==> config.mk <==
export PLATFORM = sky130hd
export DESIGN_NAME = line_priority_encoder_seq
export DESIGN_NICKNAME = d
export VERILOG_FILES = /design/src/rtl/line_priority_encoder_seq.sv
export SDC_FILE = /design/constraint.sdc
export NUM_CORES = 1
export LEC_CHECK = 0
export ABC_CLOCK_PERIOD_IN_PS = 5540
export BUFFER_PORTS_ARGS = -buffer_cell sky130_fd_sc_hd__buf_4
export CORE_UTILIZATION = 50
export CTS_CLUSTER_SIZE = 12
export DETAILED_ROUTE_END_ITERATION = 10
export PLACE_DENSITY = 0.8
export REMOVE_ABC_BUFFERS = 1
export SLEW_MARGIN = 40
export SYNTH_ARGS = -nofsm -noshare
export SYNTH_HDL_FRONTEND = slang
export SYNTH_SLANG_ARGS = --single-unit
export TNS_END_PERCENT = 100
==> constraint.sdc <==
create_clock -name clk -period 5.54 [get_ports clk]
set_input_delay 0.554 -clock clk [delete_from_list [all_inputs] [get_ports clk]]
set_output_delay 0.554 -clock clk [all_outputs]
set_load 0.01 [all_outputs]
==> src/rtl/line_priority_encoder_seq.sv <==
// Sequential 8-to-3 line encoder. The block captures one multi-hot request word
// and then sends the index of each set line over a valid/ready port, one index
// per transfer, starting with the highest line.
module line_priority_encoder_seq #(
  parameter int N_LINES = 8,
  parameter int CODE_W  = 3
) (
  input  logic                clk,
  input  logic                reset,
  input  logic                Enable,
  input  logic                load_valid,
  output logic                load_ready,
  input  logic [N_LINES-1:0]  lines,
  output logic                out_valid,
  input  logic                out_ready,
  output logic [CODE_W-1:0]   code,
  output logic                last,
  output logic [CODE_W:0]     count,
  output logic                none
);

  typedef enum logic [0:0] {IDLE, EMIT} state_t;

  state_t               state_q, state_d;
  logic [N_LINES-1:0]   pend_q, pend_d;
  logic                 none_q, none_d;

  // Number of set bits. This is the number of codes that are still pending.
  function automatic logic [CODE_W:0] popcnt(input logic [N_LINES-1:0] v);
    logic [CODE_W:0] c;
    c = '0;
    for (int i = 0; i < N_LINES; i++)
      c = c + {{CODE_W{1'b0}}, v[i]};
    return c;
  endfunction

  // Index of the highest set bit. The loop scans upward, so the highest set bit
  // is the last one written. An all-zero word gives 0.
  function automatic logic [CODE_W-1:0] hi_idx(input logic [N_LINES-1:0] v);
    logic [CODE_W-1:0] idx;
    idx = '0;
    for (int i = 0; i < N_LINES; i++)
      if (v[i]) idx = CODE_W'(i);
    return idx;
  endfunction

  // The outputs depend only on the registers. load_ready is the exception: it
  // also depends on Enable.
  assign out_valid  = (state_q == EMIT);
  assign load_ready = (state_q == IDLE) && Enable;
  assign count      = popcnt(pend_q);
  assign code       = hi_idx(pend_q);
  assign last       = out_valid && (count == {{CODE_W{1'b0}}, 1'b1});
  assign none       = none_q;

  // Next-state logic. In IDLE the block accepts a word. In EMIT each transfer
  // removes the line that was just sent.
  always_comb begin
    state_d = state_q;
    pend_d  = pend_q;
    none_d  = 1'b0;
    unique case (state_q)
      IDLE: begin
        if (Enable && load_valid) begin
          if (lines != '0) begin
            pend_d  = lines;
            state_d = EMIT;
          end else begin
            none_d  = 1'b1;
          end
        end
      end
      EMIT: begin
        if (out_ready) begin
          pend_d[code] = 1'b0;
          if (last) state_d = IDLE;
        end
      end
      default: state_d = IDLE;
    endcase
  end

  // State registers. Reset also clears pend, so a word that is only partly
  // sent when reset arrives is discarded.
  always_ff @(posedge clk) begin
    if (reset) begin
      state_q <= IDLE;
      pend_q  <= '0;
      none_q  <= 1'b0;
    end else begin
      state_q <= state_d;
      pend_q  <= pend_d;
      none_q  <= none_d;
    end
  end

endmodule

# Yosys cells after proc, flatten, opt, wreduce, memory -nomap -nowiden
# Cells that the tools add are included.
# word_totals
register_bits,10
in_bits,13
output_inout_bits,11
word_cells,46
# classes
addsub,7
n_lt_le_gt_ge,2
n_eq_ne,4
n_mux,19
n_bitwise,4
n_reduce_logical,7
# ops
cell,n
2-to-1 mux 8 bit,3
2-to-1 mux 3 bit,6
adder 4 x 1 -> 4 bit,4
one-hot mux 8 bit (2 select lines),1
bitwise AND 8 bit,1
inverter 8 bit,1
nonzero test 8 bit,1
2-to-1 mux 1 bit,7
adder 3 x 1 -> 4 bit,1
"equality test 4 x 1 -> 1 bit, second input constant",1
logical AND 1 bit,4
"< comparator 3 x 4 -> 1 bit, second input constant",1
"!= test 2 x 1 -> 1 bit, second input constant",2
adder 2 x 1 -> 3 bit,1
demux 1 bit (select 3 bit),1
">= comparator 3 x 1 -> 1 bit, second input constant",1
AND reduction 3 bit,1
OR reduction 3 bit,1
adder 1 x 1 -> 2 bit,1
"!= test 2 bit, second input constant",1
inverter 1 bit,2
one-hot mux 1 bit (2 select lines),1

# Logic depth before layout (Yosys ltp)
# Gate-level depths: netlist (run 1).
# logic_depth
word_depth,15
mapped_depth,11
depth_no_buf,11

# Least setup slack after synthesis (run 1)
# OpenSTA, ideal clock, no wires.
# synth_path
path_type,flip-flop to output port
startpoint,register pend_q[0]
endpoint,output port last
t_arrival_ns,2.939
t_required_ns,4.986
path_slack_ns,2.047
path_stages_with_launch,11
path_buffers,0
cell_sequence,dfxtp_1 fa_1 inv_1 fa_1 fa_1 inv_1 ha_1 inv_1 fa_1 xnor2_1 nor3_1
# synth_between
elab_chain_len,9
# synth_lines
item,line_no,rtl
"start, declared",25,"logic [N_LINES-1:0] pend_q, pend_d;"
"start signal, assigned",92,pend_q <= pend_d;
adder 1 x 1 -> 2 bit,33,"c = c + {{CODE_W{1'b0}}, v[i]};"
adder 2 x 1 -> 3 bit,33,
adder 3 x 1 -> 4 bit,33,
adder 4 x 1 -> 4 bit (4 in series),33,
named net count[2],18,"output logic [CODE_W:0] count,"
equality test 4 x 1 -> 1 bit,53,"assign last = out_valid && (count == {{CODE_W{1'b0}}, 1'b1});"
logical AND 1 bit,53,
"end, declared",17,"output logic last,"
# The timed path passes the listed nets, and every way through them passes these cells.

# Worst setup path after layout (run 1)
# layout_path
startpoint,register pend_q[3]
endpoint,output port last
# layout_between
elab_chain_len,7
# layout_lines
item,line_no
adder 3 x 1 -> 4 bit,33
adder 4 x 1 -> 4 bit (4 in series),33
equality test 4 x 1 -> 1 bit,53
logical AND 1 bit,53
# No other way between the ends.

==> results of run 1 <==
## layout make-up
class                      count  area (um^2)
inverter                      12         45.0
multi-input combinational     52          420
timing repair buffer          23          173
tap                           14         17.5
fill                          95          279
sequential                    10          200
clock buffer                   4         36.3
## worst max-delay path: cells and delay by family, from the launching register on
family / cells / cell delay [ns]
fa+ha+maj: 5 / 2.00
buf+inv: 4 / 0.38
flops: 1 / 0.47
simple gates: 2 / 0.34
## cell usage in the layout, fill, tap and decap left out
master    netlist  routed
buf_4           0      23
inv_1          12      12
dfxtp_1        10      10
o21ai_0         6       6
nor2_1          4       4
nor2b_1         4       4
a22o_1          4       4
fa_1            4       4
a21oi_1         3       3
nand2_1         3       3
ha_1            3       3
clkbuf_4        0       3
nand3b_1        2       2
nor4_1          2       2
o311a_2         2       2
a221o_1         2       2
o311ai_0        1       1
or4_4           1       1
a21o_1          1       1
xnor2_1         1       1
nand3_1         1       1
nor3_1          1       1
or4_1           1       1
a32oi_1         1       1
a211oi_1        1       1
nand2b_1        1       1
and3_1          1       1
a221o_2         1       1
and3_2          1       1
clkbuf_8        0       1
## worst max path at each step
stage / start / end / slack [ns] / depth (start not counted)
2_1_floorplan: pend_q[0] / last / 2.05 / 10
4_1_cts: pend_q[3] / last / 1.57 / 11
5_1_grt: pend_q[3] / last / 1.31 / 11
3_3_place_gp: pend_q[0] / last / 1.93 / 11
6_report: pend_q[3] / last / 1.52 / 11
3_5_place_dp: pend_q[3] / last / 1.89 / 11
## kinds of logic (layout without fill, tap and decap cells)
group / count (synthesis) / after routing / share of synthesized area
XOR/XNOR: 1 / 1 / 0.0132
AO/OA/AOI/OAI: 22 / 22 / 0.250
buffers and inverters: 12 / 39 / 0.0677
flip-flops: 10 / 10 / 0.301
AND/OR/NAND/NOR: 22 / 22 / 0.192
adder cells (fa/ha/maj): 7 / 7 / 0.177
## state kept, by name, summed over array words and instances, names as in the netlist
name / flops
out_valid: 1
none: 1
pend_q: 8
## per-layer routing
metal | share of wire | vias up | wire length [um]
li1 | - | 325 | -
met1 | 0.47 | 300 | 703
met2 | 0.48 | 26 | 716
met3 | 0.051 | 2 | 77
met4 | 0.0053 | 0 | 8
met5 | 0 | - | 0
## power groups by stage
| stage | combinational, W | sequential (W) | clock [W] |
|---|---|---|---|
| after detailed placement | 0.0000642 | 0.0000833 | 0 |
| after global placement | 0.0000628 | 0.0000830 | 0 |
| final | 0.0000643 | 0.0000818 | 0.0000665 |
| after global routing | 0.0000716 | 0.0000824 | 0.0000704 |
| after CTS | 0.0000644 | 0.0000817 | 0.0000674 |
| after floorplan | 0.0000352 | 0.0000818 | 0 |
## metrics by stage
| step | cells | hold WS [ns] | util | power, W | setup WS [ns] |
|---|---|---|---|---|---|
| global route | 115 | 0.461 | 0.762 | 0.000224 | 1.31 |
| floorplan | 74 | 0.496 | - | 0.000117 | 2.05 |
| finish | 115 | 0.461 | 0.762 | 0.000213 | 1.52 |
| CTS | 115 | 0.461 | 0.762 | 0.000213 | 1.57 |
| global placement | 111 | 0.526 | 0.731 | 0.000146 | 1.93 |
| detailed placement | 111 | 0.530 | 0.731 | 0.000147 | 1.89 |
==> impl_summary.log, run 1 <==
[metrics] final number of hold-violating endpoints: 0
[metrics] global-route met3 utilization: 0.0523
[metrics] iteration count of the initial detailed-routing pass: 4
[metrics] logic depth of the worst register-to-register path: 11
[metrics] result of the run: finished, final reports clean
[metrics] crit path cell chain: fa_1 -> inv_1 -> fa_1 -> fa_1 -> inv_1 -> ha_1 -> inv_1 -> fa_1 -> nand3_1 -> nor3_1 -> buf_4
[metrics] CTS H-tree depth: 1
[metrics] worst endpoint data arrival time: 3.47 ns
[metrics] Lkg Pwr: 0.443 nW
[metrics] category of the worst setup path capture point: output port
[metrics] synth unique cells: 27
[metrics] Worst path max stage delay: about 0.53 ns
[metrics] Longest Clk Path Bufs: 2
[metrics] post-synthesis instance total: between 70 and 80
[metrics] remaining number of nets flagged by the antenna check after routing: 0
[metrics] most used routing layer: met2
[metrics] mean instance size in the synthesized netlist: roughly 9 um^2
[metrics] path class of the lowest-slack min-delay path: input port to flop
[metrics] Worst Hold End: out_valid
[metrics] register area share after synthesis: 0.301
[metrics] Post-CTS Resized: 0
[metrics] top cell types by occurrence after synthesis: inv_1, dfxtp_1, o21ai_0
[metrics] dominant cell type by count on the critical path: fa_1
[metrics] layout-stage area growth over the synthesis result: 34.0%
[metrics] Pint: 0.000149 W
[metrics] critical hold path startpoint: out_ready
[metrics] clock insertion delay at the later pin of the skew report: between 0.2 and 0.3 ns
[metrics] Starting DRT DRC Count: 19
[metrics] actual slew at the worst max-slew pin: 0.501 ns
[metrics] portion of total power attributed to combinational logic: 0.303
[metrics] buffer count from post-CTS setup fixing: 0
[metrics] count of buffers from port buffering: 23
[metrics] data required time of the critical path: ~5 ns
[metrics] number of global-route vias before repair: 598
[metrics] final cycle utilization of the critical path: 0.726
[metrics] VDD IR max: about 140 uV
[metrics] count of flip-flops with a built-in enable after synthesis: 0
[metrics] synthesis warning total: 0
[metrics] most frequent cell after synthesis: inv_1
[metrics] number of antenna violations at the first check in global routing: 0
[metrics] clock-pin slew on the worst setup and hold paths: 0.07 ns
[metrics] crit path launch type: flop
[metrics] Num CTS Buffers: 3
[metrics] max frequency: ~250 MHz
[metrics] P_sw: 0.0000634 W
[metrics] setup repair after global routing missed its margin: no
[metrics] Crit-path slowest cell: fa_1
[metrics] source of the worst register-to-register timing path: pend_q[3]
[metrics] CTS tree: built
[metrics] endpoint of the most critical register-to-register path: out_valid
[metrics] first-pass GRT wire length: 2470 um
[metrics] Max-Slew Margin vs Limit: 0.665
[metrics] cell types with the largest area share after synthesis: dfxtp_1, fa_1, inv_1
[metrics] number of failing setup endpoints in the final timing report: 0
[metrics] Clock Skew: 0.000469 ns
[metrics] Setup CP Type: flop to output port
[metrics] # DRC: 0
[metrics] row count: 12
[metrics] Final Critical Period: 4.02 ns
[metrics] #FFs+latches synth: 10
[metrics] combined global-route utilization of all metal layers: 0.236
[metrics] Top Ports: 24
[metrics] dpl hpwl: ~1200 um
[metrics] Worst Hold Depth: 2
[metrics] CTS sink cnt: 10
[metrics] Initial Utilization: 0.568
[metrics] routability congestion estimate from global placement: between 0.6 and 0.7
[metrics] Post-synth top flop: dfxtp_1
[metrics] fraction of final layout cells with drive strength greater than 1: 0.317
[metrics] fin area: 892 um^2
[metrics] detail-routed net length per standard cell: 13.1 um
[metrics] die footprint: 1480 um^2
[metrics] GR met2 Demand/Resource: 0.383
[metrics] cell type with the largest total area after synthesis: dfxtp_1
[metrics] netlist area before placement: between 600 and 700 um^2
[metrics] CTS root buf: clkbuf_4
[metrics] Die Y: just under 40 um
[metrics] Clk network pwr share: 0.313
[metrics] DRT Wirelength: 1510 um
[metrics] Max-Cap Viols: 0
[metrics] share of synthesized flip-flops with an asynchronous set or reset: 0
[metrics] maximum number of pins on one net before global-route repair: 9
[metrics] die width: 38.5 um
[metrics] Crit Path Max Fanout: 8
[metrics] power density over the cells: 238 nW/um^2
[metrics] quantity of hold-fixing buffers added after cts: 0
[metrics] area share of the largest cell type after synthesis: 0.301
[metrics] Area after DPL: 856 um^2
[metrics] via-per-instance ratio: ~5.7
[metrics] setup slack, reg-to-reg: 2.29 ns
[metrics] total via count in the routed design: 653
[metrics] overflow left after global routing: 0
[metrics] share of total power in sequential cells: 0.385
[metrics] final setup TNS: 0 ns
[metrics] number of pins exceeding their max-slew limit in the final report: 0
[metrics] met1 capacity usage during global routing: 0.318
[metrics] number of diodes: 0
[metrics] share of total power consumed by net switching: 0.298
[metrics] final-stage net count: 122
[metrics] core area: between 1000 and 1500 um^2
Power figures use the tool's default switching activity.
==> run 2, diff against run 1 <==
--- a/config.mk
+++ b/config.mk
@@ -5,12 +5,13 @@
 export SDC_FILE = /design/constraint.sdc
 export NUM_CORES = 1
 export LEC_CHECK = 0
-export ABC_CLOCK_PERIOD_IN_PS = 5540
+export ABC_AREA = 1
+export ABC_CLOCK_PERIOD_IN_PS = 3810
 export BUFFER_PORTS_ARGS = -buffer_cell sky130_fd_sc_hd__buf_4
 export CORE_UTILIZATION = 50
 export CTS_CLUSTER_SIZE = 12
 export DETAILED_ROUTE_END_ITERATION = 10
-export PLACE_DENSITY = 0.8
+export PLACE_DENSITY = 0.77
 export REMOVE_ABC_BUFFERS = 1
 export SLEW_MARGIN = 40
 export SYNTH_ARGS = -nofsm -noshare
==> constraint.sdc (replaced) <==
create_clock -name clk -period 3.81 [get_ports clk]
set_input_delay 0.381 -clock clk [delete_from_list [all_inputs] [get_ports clk]]
set_output_delay 0.381 -clock clk [all_outputs]
set_load 0.01 [all_outputs]
==> run 2 against run 1 <==
  * Via count grew 22%
  * Non-clock buffer count unchanged
  * Utilization down 6.4 points
  * Sequential share of layout area fell by 3.5 points
  * Synthesized cell count is 62% higher
  * Combinational power increased by 91%
  * Setup slack worse by 1.4 ns
  * Cell area grew 19%
  * Flip-flop and latch count unchanged
  * Critical path type unchanged
==> impl_summary.log, run 2 <==
[metrics] final number of hold-violating endpoints: 0
[metrics] Setup CP Type: flop to output port
[metrics] result of the run: finished, final reports clean
[metrics] quantity of hold-fixing buffers added after cts: 0
[metrics] number of pins exceeding their max-slew limit in the final report: 0
[metrics] synth unique cells: 24
[metrics] Num CTS Buffers: 3
[metrics] overflow left after global routing: 0
[metrics] Post-synth top flop: dfxtp_1
[metrics] Max-Slew Margin vs Limit: 0.630
[metrics] post-synthesis adder-cell area fraction: 0.143
[metrics] logic depth of the worst register-to-register path: 11
[metrics] CTS root buf: clkbuf_4
[metrics] netlist area before placement: 822 um^2
[metrics] die footprint: about 1800 um^2
[metrics] Initial Utilization: 0.539
[metrics] Longest Clk Path Bufs: 2
[metrics] Lkg Pwr: 0.566 nW
[metrics] layout-stage area growth over the synthesis result: 29.4%
[metrics] combined global-route utilization of all metal layers: 0.221
[metrics] Power Total: 0.000337 W
[metrics] synthesized-area fraction occupied by ao, oa, aoi and oai cells: 0.0639
[metrics] mean instance size in the synthesized netlist: 6.85 um^2
[metrics] simple-gate portion of the synthesized area: 0.417
[metrics] most common library cell in the layout ignoring fill and taps: nand2_1
[metrics] endpoint of the most critical register-to-register path: out_valid
[metrics] CTS tree: built
[metrics] count of buffers from port buffering: 23
[metrics] register area share after synthesis: 0.244
[metrics] Area after DPL: around 1000 um^2
[metrics] actual slew at the worst max-slew pin: between 0.5 and 0.6 ns
[metrics] final cell count without fillers: 162
[metrics] Starting DRT DRC Count: 16
[metrics] crit path launch type: flop
[metrics] max frequency: 273 MHz
[metrics] Die Y: 42.5 um
[metrics] routability congestion estimate from global placement: 0.812
[metrics] post-synthesis instance total: 120
[metrics] top cell types by occurrence after synthesis: nand2_1, inv_1, dfxtp_1
[metrics] share of synthesized flip-flops with an asynchronous set or reset: 0
[metrics] setup slack, reg-to-reg: 0.72 ns
[metrics] buffer count from post-CTS setup fixing: 0
[metrics] total via count in the routed design: approximately 800
[metrics] # placed instances: 158
[metrics] first-pass GRT wire length: between 3000 and 4000 um
[metrics] remaining number of nets flagged by the antenna check after routing: 0
[metrics] clock insertion delay at the later pin of the skew report: 0.26 ns
[metrics] die width: between 40 and 50 um
[metrics] post-synthesis share of cell area spent on xor and xnor gates: 0.0107
[metrics] area share of the largest cell type after synthesis: 0.244
[metrics] Final Critical Period: 3.66 ns
[metrics] path class of the lowest-slack min-delay path: input port to flop
[metrics] # DRC: 0
[metrics] row count: 14
[metrics] Clock Skew: 0.00390 ns
[metrics] maximum number of pins on one net before global-route repair: 12
[metrics] Top Ports: 24
[metrics] Crit Path Max Fanout: 2
[metrics] fraction of final layout cells with drive strength greater than 1: 0.336
[metrics] Worst Hold End: out_valid
[metrics] multiplexer fraction of the synthesized cell area: 0
[metrics] power density over the cells: 317 nW/um^2
[metrics] CTS H-tree depth: 1
[metrics] most frequent cell after synthesis: nand2_1
[metrics] Max-Cap Viols: 0
[metrics] DRT Wirelength: 1750 um
[metrics] cell types with the largest area share after synthesis: dfxtp_1, nand2_1, inv_1
[metrics] fin area: 1060 um^2
[metrics] synthesis warning total: 0
[metrics] iteration count of the initial detailed-routing pass: 3
[metrics] data required time of the critical path: 3.43 ns
[metrics] VDD IR max: 196 uV
[metrics] number of diodes: 0
[metrics] number of antenna violations at the first check in global routing: 0
[metrics] commonest cells after routing, fill and taps aside: nand2_1, buf_4, inv_1
[metrics] fill count: 128
[metrics] source of the worst register-to-register timing path: pend_q[0]
[metrics] Worst Hold Depth: 2
[metrics] Place WS: ~0.38 ns
[metrics] Post-CTS Resized: 0
[metrics] dpl hpwl: 1520 um
[metrics] main combinational cell family by area after synthesis: simple AND/OR/NAND/NOR gates
[metrics] worst endpoint data arrival time: 3.28 ns
[metrics] cell type with the largest total area after synthesis: dfxtp_1
[metrics] utilization of the core after routing: 0.698
[metrics] critical hold path startpoint: reset
[metrics] final-stage net count: 167
[metrics] #FFs+latches synth: 10
[metrics] final worst setup slack: around 0.15 ns
[metrics] number of global-route vias before repair: 756
[metrics] detail-routed net length per standard cell: approximately 11 um
[metrics] Reg with most FFs: pend_q
[metrics] CTS sink cnt: 10
[metrics] clock-pin slew on the worst setup and hold paths: 0.07 ns
[metrics] via-per-instance ratio: 4.92
[metrics] count of flip-flops with a built-in enable after synthesis: 0
[metrics] number of flip-flops in the largest register: 8
[metrics] number of failing setup endpoints in the final timing report: 0
[metrics] category of the worst setup path capture point: output port
[metrics] final cycle utilization of the critical path: 0.960
[metrics] core area: 1520 um^2
## run 2: worst max-delay path, stage by stage (launching register included)
cell	delay, ns
dfxtp_2	0.33
fa_1	0.53
inv_1	0.05
fa_1	0.49
fa_1	0.41
inv_1	0.10
ha_4	0.14
inv_2	0.03
fa_2	0.52
nand4_1	0.15
nor2_1	0.14
buf_4	0.13
## run 2: cell type report
cell class | instances | area, um^2 | share of cell area
multi-input combinational | 86 | 544 | 0.512
sequential | 10 | 201 | 0.189
timing repair buffer | 23 | 173 | 0.162
inverter | 23 | 88.8 | 0.0835
clock buffer | 4 | 36.3 | 0.0341
tap | 16 | 20.0 | 0.0188
## run 2: kinds of logic (layout without fill, tap and decap cells)
| family | count (synthesis) | after routing |
|---|---|---|
| AO/OA/AOI/OAI | 7 | 7 |
| XOR/XNOR | 1 | 1 |
| adder cells (fa/ha/maj) | 7 | 7 |
| buffers and inverters | 24 | 50 |
| flip-flops | 10 | 10 |
| AND/OR/NAND/NOR | 71 | 71 |
## run 2: worst max-delay path by stage
stage | start | endpoint | slack (ns) | cells after the start
final | pend_q[0] | last | 0.15 | 11
after global routing | pend_q[0] | last | -0.03 | 12
after floorplan | pend_q[0] | last | 0.60 | 11
after detailed placement | pend_q[0] | last | 0.38 | 12
after global placement | pend_q[0] | last | 0.47 | 12
after CTS | pend_q[0] | last | 0.12 | 12
## run 2: power by group
part	leakage (nW)	internal (W)	total, W	switching, W
logic	0.463	0.0000566	0.000123	0.0000665
clock network	0.0210	0.0000580	0.0000949	0.0000369
registers	0.0819	0.000110	0.000119	0.00000907
total	0.566	0.000225	0.000337	0.000112
## run 2: metrics by stage
step / TNS [ns] / hold WS (ns)
4_1_cts: 0 / 0.311
3_5_place_dp: 0 / 0.480
5_1_grt: -0.0297 / 0.315
6_report: 0 / 0.316
2_1_floorplan: 0 / 0.450
3_3_place_gp: 0 / 0.476
## run 2: layer usage
metal  part of all wire  wire length (um)  global-route usage
met5                  0                 0                   0
met1               0.43               744               0.247
met2               0.52               902               0.412
met3              0.035                61              0.0129
met4              0.022                38               0.113
